### src/rtl/tblock_dispatcher_pkg.sv
// Shared types and helpers for the thread-block dispatcher.
// Holds the FSM state encoding and the round-robin first-one search used by both arbiters.
package tblock_dispatcher_pkg;

    typedef enum logic [1:0] {
        ST_IDLE     = 2'd0,
        ST_DISPATCH = 2'd1,
        ST_DRAIN    = 2'd2,
        ST_DONE     = 2'd3
    } disp_state_e;

    localparam int unsigned MaxReq = 32;

    // Index of the first set bit at or after ptr, wrapping within num requesters.
    function automatic int unsigned rr_first(input logic [MaxReq-1:0] req,
                                             input int unsigned       ptr,
                                             input int unsigned       num);
        int unsigned idx;
        logic        found;
        rr_first = 0;
        found    = 1'b0;
        for (int unsigned i = 0; i < MaxReq; i++) begin
            if (i < num) begin
                idx = ptr + i;
                if (idx >= num) begin
                    idx = idx - num;
                end
                if (!found && req[idx[4:0]]) begin
                    found    = 1'b1;
                    rr_first = idx;
                end
            end
        end
    endfunction

endpackage

### src/rtl/tblock_done_arbiter.sv
// Round-robin valid/ready arbiter with a payload mux.
// The grant is gated by en_i; the pointer moves past the winner only on a granted cycle.
module tblock_done_arbiter #(
    parameter int unsigned NumReq    = 2,
    parameter int unsigned DataWidth = 8
) (
    input  logic                          clk_i,
    input  logic                          rst_ni,
    input  logic [NumReq-1:0]             req_i,
    input  logic [NumReq*DataWidth-1:0]   data_i,
    input  logic                          en_i,
    output logic [NumReq-1:0]             gnt_o,
    output logic [DataWidth-1:0]          data_o
);
    import tblock_dispatcher_pkg::*;

    localparam int unsigned PtrWidth = (NumReq > 1) ? $clog2(NumReq) : 1;

    logic [PtrWidth-1:0] ptr_q, ptr_d;
    logic [PtrWidth-1:0] sel;

    // Winner selection and pointer advance.
    always_comb begin
        sel   = PtrWidth'(rr_first(MaxReq'(req_i), 32'(ptr_q), NumReq));
        gnt_o = '0;
        ptr_d = ptr_q;
        if (en_i && (|req_i)) begin
            gnt_o[sel] = 1'b1;
            ptr_d      = ((32'(sel) + 32'd1) == NumReq) ? '0 : PtrWidth'(32'(sel) + 32'd1);
        end
    end

    always_comb begin
        data_o = '0;
        for (int unsigned i = 0; i < NumReq; i++) begin
            if (sel == PtrWidth'(i)) begin
                data_o = data_i[i*DataWidth +: DataWidth];
            end
        end
    end

    always_ff @(posedge clk_i or negedge rst_ni) begin
        if (!rst_ni) begin
            ptr_q <= '0;
        end else begin
            ptr_q <= ptr_d;
        end
    end

endmodule

### src/rtl/tblock_dispatcher.sv
// Kernel launch sequencer: hands thread blocks to free clusters round-robin,
// tracks in-flight block ids and reports kernel completion once all blocks retire.
module tblock_dispatcher #(
    parameter int unsigned NumClusters   = 2,
    parameter int unsigned PcWidth       = 16,
    parameter int unsigned AddressWidth  = 32,
    parameter int unsigned TblockIdxBits = 8,
    parameter int unsigned TblockIdBits  = 8
) (
    input  logic                                clk_i,
    input  logic                                rst_ni,
    input  logic                                launch_valid_i,
    output logic                                launch_ready_o,
    input  logic [PcWidth-1:0]                  launch_pc_i,
    input  logic [AddressWidth-1:0]             launch_dp_addr_i,
    input  logic [TblockIdxBits:0]              launch_num_tblocks_i,
    output logic                                kernel_done_o,
    input  logic                                kernel_done_ready_i,
    input  logic [NumClusters-1:0]              warp_free_i,
    output logic [NumClusters-1:0]              allocate_warp_o,
    output logic [PcWidth-1:0]                  allocate_pc_o,
    output logic [AddressWidth-1:0]             allocate_dp_addr_o,
    output logic [TblockIdxBits-1:0]            allocate_tblock_idx_o,
    output logic [TblockIdBits-1:0]             allocate_tblock_id_o,
    input  logic [NumClusters-1:0]              tblock_done_i,
    input  logic [NumClusters*TblockIdBits-1:0] tblock_done_id_i,
    output logic [NumClusters-1:0]              tblock_done_ready_o
);
    import tblock_dispatcher_pkg::*;

    localparam int unsigned CntWidth = TblockIdxBits + 1;
    localparam int unsigned NumIds   = 2 ** TblockIdBits;

    disp_state_e               state_q, state_d;
    logic [PcWidth-1:0]        pc_q, pc_d;
    logic [AddressWidth-1:0]   dp_q, dp_d;
    logic [CntWidth-1:0]       num_q, num_d;
    logic [CntWidth-1:0]       next_idx_q, next_idx_d;
    logic [CntWidth-1:0]       retired_q, retired_d;
    logic [NumIds-1:0]         inflight_q, inflight_d;

    logic [TblockIdBits-1:0]   cand_id;
    logic [TblockIdBits-1:0]   done_id;
    logic                      dispatch_en;
    logic                      done_en;
    logic                      dispatch_fire;
    logic                      done_fire;
    logic                      disp_data_unused;

    assign cand_id     = next_idx_q[TblockIdBits-1:0];
    assign dispatch_en = (state_q == ST_DISPATCH) && !inflight_q[cand_id];
    assign done_en     = (state_q != ST_IDLE);

    // Grant selection for allocation; no payload is needed on this side.
    tblock_done_arbiter #(
        .NumReq    (NumClusters),
        .DataWidth (1)
    ) u_alloc_arb (
        .clk_i  (clk_i),
        .rst_ni (rst_ni),
        .req_i  (warp_free_i),
        .data_i ({NumClusters{1'b0}}),
        .en_i   (dispatch_en),
        .gnt_o  (allocate_warp_o),
        .data_o (disp_data_unused)
    );

    tblock_done_arbiter #(
        .NumReq    (NumClusters),
        .DataWidth (TblockIdBits)
    ) u_done_arb (
        .clk_i  (clk_i),
        .rst_ni (rst_ni),
        .req_i  (tblock_done_i),
        .data_i (tblock_done_id_i),
        .en_i   (done_en),
        .gnt_o  (tblock_done_ready_o),
        .data_o (done_id)
    );

    assign dispatch_fire = |allocate_warp_o;
    assign done_fire     = |tblock_done_ready_o;

    // Set and clear never collide: dispatch only targets an id whose bit is currently 0.
    always_comb begin
        state_d    = state_q;
        pc_d       = pc_q;
        dp_d       = dp_q;
        num_d      = num_q;
        next_idx_d = next_idx_q;
        retired_d  = retired_q;
        inflight_d = inflight_q;

        if (dispatch_fire) begin
            inflight_d[cand_id] = 1'b1;
            next_idx_d          = next_idx_q + CntWidth'(1);
        end
        if (done_fire) begin
            inflight_d[done_id] = 1'b0;
            retired_d           = retired_q + CntWidth'(1);
        end

        case (state_q)
            ST_IDLE: begin
                if (launch_valid_i) begin
                    pc_d       = launch_pc_i;
                    dp_d       = launch_dp_addr_i;
                    num_d      = launch_num_tblocks_i;
                    next_idx_d = '0;
                    retired_d  = '0;
                    state_d    = (launch_num_tblocks_i == '0) ? ST_DONE : ST_DISPATCH;
                end
            end
            ST_DISPATCH: begin
                if (dispatch_fire && (next_idx_q == (num_q - CntWidth'(1)))) begin
                    state_d = ST_DRAIN;
                end
            end
            ST_DRAIN: begin
                if (retired_d == num_q) begin
                    state_d = ST_DONE;
                end
            end
            ST_DONE: begin
                if (kernel_done_ready_i) begin
                    state_d = ST_IDLE;
                end
            end
            default: state_d = ST_IDLE;
        endcase
    end

    always_ff @(posedge clk_i or negedge rst_ni) begin
        if (!rst_ni) begin
            state_q    <= ST_IDLE;
            pc_q       <= '0;
            dp_q       <= '0;
            num_q      <= '0;
            next_idx_q <= '0;
            retired_q  <= '0;
            inflight_q <= '0;
        end else begin
            state_q    <= state_d;
            pc_q       <= pc_d;
            dp_q       <= dp_d;
            num_q      <= num_d;
            next_idx_q <= next_idx_d;
            retired_q  <= retired_d;
            inflight_q <= inflight_d;
        end
    end

    assign launch_ready_o        = (state_q == ST_IDLE);
    assign kernel_done_o         = (state_q == ST_DONE);
    assign allocate_pc_o         = pc_q;
    assign allocate_dp_addr_o    = dp_q;
    assign allocate_tblock_idx_o = next_idx_q[TblockIdxBits-1:0];
    assign allocate_tblock_id_o  = cand_id;

    // A cluster must only retire ids that are currently in flight.
    ast_done_inflight: assert property (@(posedge clk_i) disable iff (!rst_ni)
        done_fire |-> inflight_q[done_id])
        else $error("tblock done for id not in flight");

endmodule
### config.mk
export PLATFORM = sky130hd
export DESIGN_NAME = tblock_dispatcher
export DESIGN_NICKNAME = d
export VERILOG_FILES = /design/src/rtl/tblock_dispatcher_pkg.sv /design/src/rtl/tblock_done_arbiter.sv /design/src/rtl/tblock_dispatcher.sv
export SDC_FILE = /design/constraint.sdc
export NUM_CORES = 1
export LEC_CHECK = 0
export ABC_AREA = 1
export ABC_CLOCK_PERIOD_IN_PS = 2790
export CAP_MARGIN = 30
export CORE_ASPECT_RATIO = 0.9
export CORE_MARGIN = 4
export CORE_UTILIZATION = 27
export CTS_CLUSTER_SIZE = 25
export DETAILED_ROUTE_END_ITERATION = 8
export GPL_TIMING_DRIVEN = 0
export PLACE_DENSITY = 0.57
export SKIP_LAST_GASP = 1
export SYNTH_ARGS = -nofsm -noshare
export SYNTH_HDL_FRONTEND = slang
export SYNTH_HIERARCHICAL = 1
export SYNTH_SLANG_ARGS = --single-unit
### constraint.sdc
create_clock -name clk_i -period 2.79 [get_ports clk_i]
set_input_delay 0.558 -clock clk_i [delete_from_list [all_inputs] [get_ports clk_i]]
set_output_delay 0.558 -clock clk_i [all_outputs]
set_load 0.03 [all_outputs]
After elaboration in Yosys (flattened, before gate mapping)

Cells that the tools add are included.

RAM bits: 0
Memory bits (read-only): 0
Memories kept: 0
Input bits: 81
Bits in registers: 335
Logic and storage cells: 119
Bits in latches: 0
Output and inout port bits: 70

Shift-type cells: 0
Bitwise gates (word level): 3
Equal/unequal tests: 11
$mul: 0
Mux-type cells: 47
Reduce and logical (&&, ||, !) cells: 22
$add $sub $neg: 11
Divide/modulo/power cells: 0
Order comparisons: 16

Operators with widths:

| cell                                                                   | count |
|---|---|
| 256-bit two-way mux                                                    | 2 |
| 256-bit bitwise AND                                                    | 1 |
| 256-bit inverter                                                       | 1 |
| 256-bit OR                                                             | 1 |
| 32-bit by 2-bit equality test with 1-bit output, second input constant | 2 |
| 32-bit by 2-bit >= comparator with 1-bit output, second input constant | 2 |
| 9-bit two-way mux                                                      | 6 |
| 5-bit by 6-bit < comparator with 1-bit output, second input constant   | 4 |
| 1-bit binary-select mux with 5-bit select                              | 4 |
| 5-bit two-way mux                                                      | 4 |
| 9-bit by 1-bit adder with 9-bit output, second input constant          | 2 |
| 9-bit equality test                                                    | 2 |
| 8-bit by 9-bit < comparator with 1-bit output, second input constant   | 2 |
| 1-bit two-way mux                                                      | 17 |
| 1-bit demux with 8-bit select                                          | 2 |
| 8-bit by 1-bit >= comparator with 1-bit output, second input constant  | 2 |
| 2-bit two-way mux                                                      | 7 |
| 1-bit logical AND                                                      | 10 |
| 5-bit by 2-bit subtractor with 5-bit output, second input constant     | 2 |
| 9-bit logical NOT                                                      | 1 |
| 9-bit by 1-bit subtractor with 9-bit output, second input constant     | 1 |
| 1-bit by 1-bit adder with 2-bit output, second input constant          | 4 |
| 1-bit binary-select mux with 8-bit select                              | 1 |
| 8-bit two-way mux                                                      | 1 |
| other kinds (16)                                                       | 29 |

Depth between registers and ports, before layout

Depth after elaboration: 18
Depth in mapped cells: 31
Gate-level depth less buffers: 29

Cells and area by module

Netlist, hierarchy kept.

By module, submodules not included:

| module                            | instances | area each (um2) | cells each |
|---|---|---|---|
| tblock_dispatcher                 | 1         | 16886.2         | 2219 |
| tblock_done_arbiter (u_done_arb)  | 1         | 200.2           | 38 |
| tblock_done_arbiter (u_alloc_arb) | 1         | 83.8            | 16 |

Worst setup path before layout

OpenSTA, ideal clock, no wires.

Path type: reg-to-reg
Start point: register next_idx_q[0]
End point: register inflight_q[105]
Setup slack: -0.600 ns
Period minus slack after synthesis: 3.390 ns
Data required time: 2.712 ns
Stages on the path, launching flop included: 21
Buffers on the path: 5
Data arrival time: 3.312 ns
Cell sequence: dfrtp_1 buf_6 buf_6 buf_2 o211ai_1 nand2_1 nand2_1 nand2_1 o21ai_1 nand3_1 nor2_1 nand2_1 nor2_1 inv_1 nor2_1 nor2_1 buf_2 buf_2 nor3_2 a21oi_1 a21oi_1

Word-level cells in the longest chain between the ends: 10
Elaborated cells on any way between the ends: 16
Those cells by class: 2 x order compare; 7 x mux; 2 x bitwise; 5 x reduce/logical

RTL lines:

| item                                        | line                      | text |
|---|---|---|
| start: declaration                          | tblock_dispatcher.sv:38   | `logic [CntWidth-1:0] next_idx_q, next_idx_d;` |
| start signal: assignment                    | tblock_dispatcher.sv:147  | `next_idx_q <= next_idx_d;` |
| 1-bit binary-select mux with 8-bit select * | tblock_dispatcher.sv:51   | `assign dispatch_en = (state_q == ST_DISPATCH) && !inflight_q[cand_id];` |
| 1-bit two-way mux (not written as such) *   | tblock_dispatcher.sv:51   |  |
| 1-bit logical NOT *                         | tblock_dispatcher.sv:51   |  |
| 1-bit logical AND *                         | tblock_dispatcher.sv:51   |  |
| via dispatch_en                             | tblock_dispatcher.sv:44   | `logic dispatch_en;` |
| 1-bit logical AND *                         | tblock_done_arbiter.sv:27 | `if (en_i && (\|req_i)) begin` |
| 2-bit two-way mux *                         | tblock_done_arbiter.sv:27 |  |
| via allocate_warp_o[1]                      | tblock_dispatcher.sv:20   | `output logic [NumClusters-1:0] allocate_warp_o,` |
| 2-bit OR reduction *                        | tblock_dispatcher.sv:81   | `assign dispatch_fire = \|allocate_warp_o;` |
| 256-bit two-way mux *                       | tblock_dispatcher.sv:94   | `if (dispatch_fire) begin` |
| 256-bit bitwise AND (no source line)        | -                         |  |
| 256-bit two-way mux *                       | tblock_dispatcher.sv:98   | `if (done_fire) begin` |
| via inflight_d[105]                         | tblock_dispatcher.sv:40   | `logic [NumIds-1:0] inflight_q, inflight_d;` |
| end signal: assignment                      | tblock_dispatcher.sv:149  | `inflight_q <= inflight_d;` |
| end: declaration                            | tblock_dispatcher.sv:40   |  |

The timed path passes the listed nets; every way through them passes the cells marked *. The select of a mux whose other input is x is not followed.
A chain may end at the register's enable or synchronous reset.

Final worst setup path

Start point: register next_idx_q[0]
End point: output allocate_warp_o[0]

Word-level cells in the longest chain between the ends: 6

RTL lines:

| item                                      | line |
|---|---|
| 1-bit binary-select mux with 8-bit select | tblock_dispatcher.sv:51 |
| 1-bit two-way mux (not written as such)   | tblock_dispatcher.sv:51 |
| 1-bit logical NOT                         | tblock_dispatcher.sv:51 |
| 1-bit logical AND                         | tblock_dispatcher.sv:51 |
| via dispatch_en                           | tblock_dispatcher.sv:44 |
| 1-bit logical AND                         | tblock_done_arbiter.sv:27 |
| 2-bit two-way mux                         | tblock_done_arbiter.sv:27 |
| end: declaration                          | tblock_dispatcher.sv:20 |

The timed path passes the listed nets, and every way through them passes these cells. The select of a mux whose other input is x is not followed.

==> key figures <==
Outcome
  – Status: finished with violations
  – Failing checks: negative hold slack, negative setup slack

GRT
  – Total track usage: 21.9%
  – Vias in the first global route: 16800
  – Largest net degree at the start of global routing: 103
  – First-pass GRT wire length: 111000 um
  – Gr ovfl total: 0
  – Initial antenna violation count: 0

CTS
  – Clk_lat worst skew: 0.59 ns
  – Clk slew on worst S/H paths: 0.06 ns
  – Hold_buf cts: 0
  – TritonCTS Buffers: 40
  – CTS tree: yes
  – Clock Sinks: 335
  – CTS max path bufs: 3
  – Root Buffer: clkbuf_16
  – H-tree depth: 2

Worst setup path
  – R2R setup slack: -0.97 ns
  – FF-to-FF End: inflight_q[91]
  – CP Data Required Time: 2.23 ns
  – CP max FO: 8
  – Critical path endpoint category: output pin
  – Kind of critical path: reg -> out
  – Worst Reg-to-Reg Cells: 28
  – Critical path data arrival time: 3.20 ns
  – Startpoint types: register
  – Reg-to-Reg Start: next_idx_q[0]

Finish
  – Commonest non-fill, non-tap cell in the layout: nand2_1
  – P&R area growth vs syn: 33.8%
  – Layout cells sized above 1: 15.0%
  – Commonest cells after routing, fill and taps aside: 502 x nand2_1, 423 x a21oi_1, 331 x dfrtp_1, 289 x nor2_1, 157 x inv_1
  – Final Instance Count excl. Fillers: 3427
  – Final net count: 2641

Timing
  – Fmax achieved: 266 MHz
  – Setup ws final: -0.965 ns
  – Fin. max-slew vios: 0
  – Final Cycle Share: 135%
  – Final min period: 3.76 ns
  – RSZ-0062 raised after global routing: yes
  – Skew final: 0.0250 ns
  – Count of final setup violators: 272
  – Hold_ws: -0.0181 ns
  – Max_slew headroom: 20.4%
  – Worst-Margin Slew: 1.18 ns
  – Hold Vio Cnt, Final: 9

Power
  – PwrDens: 856 nW/um^2
  – Design Power: 19.6 mW
  – Leakage power: 11.0 nW
  – Worst vdd ir: 0.377 mV

Placed design
  – Post-detail-place hpwl: 52300 um
  – Gpl congestion: 0.991
  – Port buffer count: 150
  – DP Cell Count: 3281

Synth
  – Synth Warn #: 6
  – Cell Area, Synth: 17200 um^2
  – Mapped Nets: 2360
  – Cells after synthesis: 2269
  – Syn_area_per_cell: 7.56 um^2

Floorplanning
  – Core Region: 62800 um^2
  – Full die area: 67600 um^2
  – Row count: 87
  – Die Height: 247 um
  – IO Pins: 151
  – Die width: 274 um
  – Initial Util: 27.3%

Run
  – Max-Cap Viols: 0

Hold path
  – HP Class: in -> async

Routing
  – DR pass1 iterations: 6
  – Overall routed net length: 77600 um
  – Routed len/inst: 22.6 um
  – Routed Antenna Nets: 0
  – Detailed-route via count: 17800
  – Post-route DRC: 0
  – Starting DRC count in detailed routing: 2394
  – DR vias/cell: 5.21
## worst max-delay path, stage by stage, from the launching register on
cell and delay (ns):
dfrtp_2 0.54, buf_12 0.18, buf_12 0.12, buf_6 0.11, nand2_1 0.08, nand2_1 0.10, nand2_1 0.05, nand2_1 0.07
nand2_1 0.05, nor2_1 0.23, nor2_1 0.07, nor2_1 0.10, nand2_1 0.06, nand2_1 0.08, nand2_2 0.12, nor2_4 0.18
inv_2 0.07, nor2_2 0.11, nand2_2 0.08, inv_4 0.07, buf_6 0.12
## metrics by stage
stage | cell area [um^2] | worst slack [ns] | hold slack (ns) | TNS, ns | utilization [%]
floorplan | 17300 | -0.107 | 0.262 | -5.28 | -
global placement | 19800 | -14.35 | 0.462 | -5242.59 | 31.6
detailed placement | 20100 | -2.08 | 0.465 | -431.19 | 32.0
CTS | 22000 | -0.907 | 0.0502 | -192.84 | 35.1
global route | 22900 | -1.05 | 0.0927 | -232.31 | 36.5
finish | 23000 | -0.965 | -0.0181 | -204.92 | 36.5
## state kept, by name, summed over array words and instances (netlist names)
register,cells
allocate_pc_o,16
u_alloc_arb/ptr_q,1
u_done_arb/ptr_q,1
state_q,2
num_q,9
allocate_dp_addr_o,32
inflight_q,256
retired_q,9
next_idx_q,9
## metal layers
metal / vias to the layer above / global-route usage (%) / share of wire, %
met5: - / 0 / 0.086
met4: 2 / 9.46 / 5.1
met3: 274 / 6.30 / 12
met2: 1079 / 32.8 / 42
met1: 8502 / 29.5 / 40
li1: 7987 / - / -
## power breakdown
group	total, mW	internal, mW	switching [mW]	leakage [nW]
Clock	5.60	3.38	2.22	0.692
Combinational	8.06	2.71	5.35	5.87
Sequential	5.98	5.55	0.434	4.45
## final cells by class
type                            instances  area (um^2)
Antenna cell                            2         5.00
Buffer                                131         1080
Clock buffer                           59         1210
Clock inverter                         13          173
Fill cell                            6522        39900
Inverter                              180          702
Multi-Input combinational cell       1622         7800
Sequential cell                       335         8390
Tap cell                              845         1060
Timing Repair Buffer                  240         2530
## worst max path at each step
stage / slack, ns / endpoint / from
2_1_floorplan: -0.11 / state_q[0] / next_idx_q[0]
3_3_place_gp: -14.35 / allocate_dp_addr_o[1] / rst_ni
3_5_place_dp: -2.08 / inflight_q[45] / next_idx_q[1]
4_1_cts: -0.91 / allocate_warp_o[0] / next_idx_q[0]
5_1_grt: -1.05 / inflight_q[89] / next_idx_q[0]
6_report: -0.97 / allocate_warp_o[0] / next_idx_q[0]
## what timing repair did
item                                    in CTS  in global routing
pin swaps                                   20                 33
buffers inserted                            29                 35
gates resized for setup                    125                120
endpoints found under the setup margin     272                272
gates cloned                                 0                  9
(Power assumes the default switching activity.)
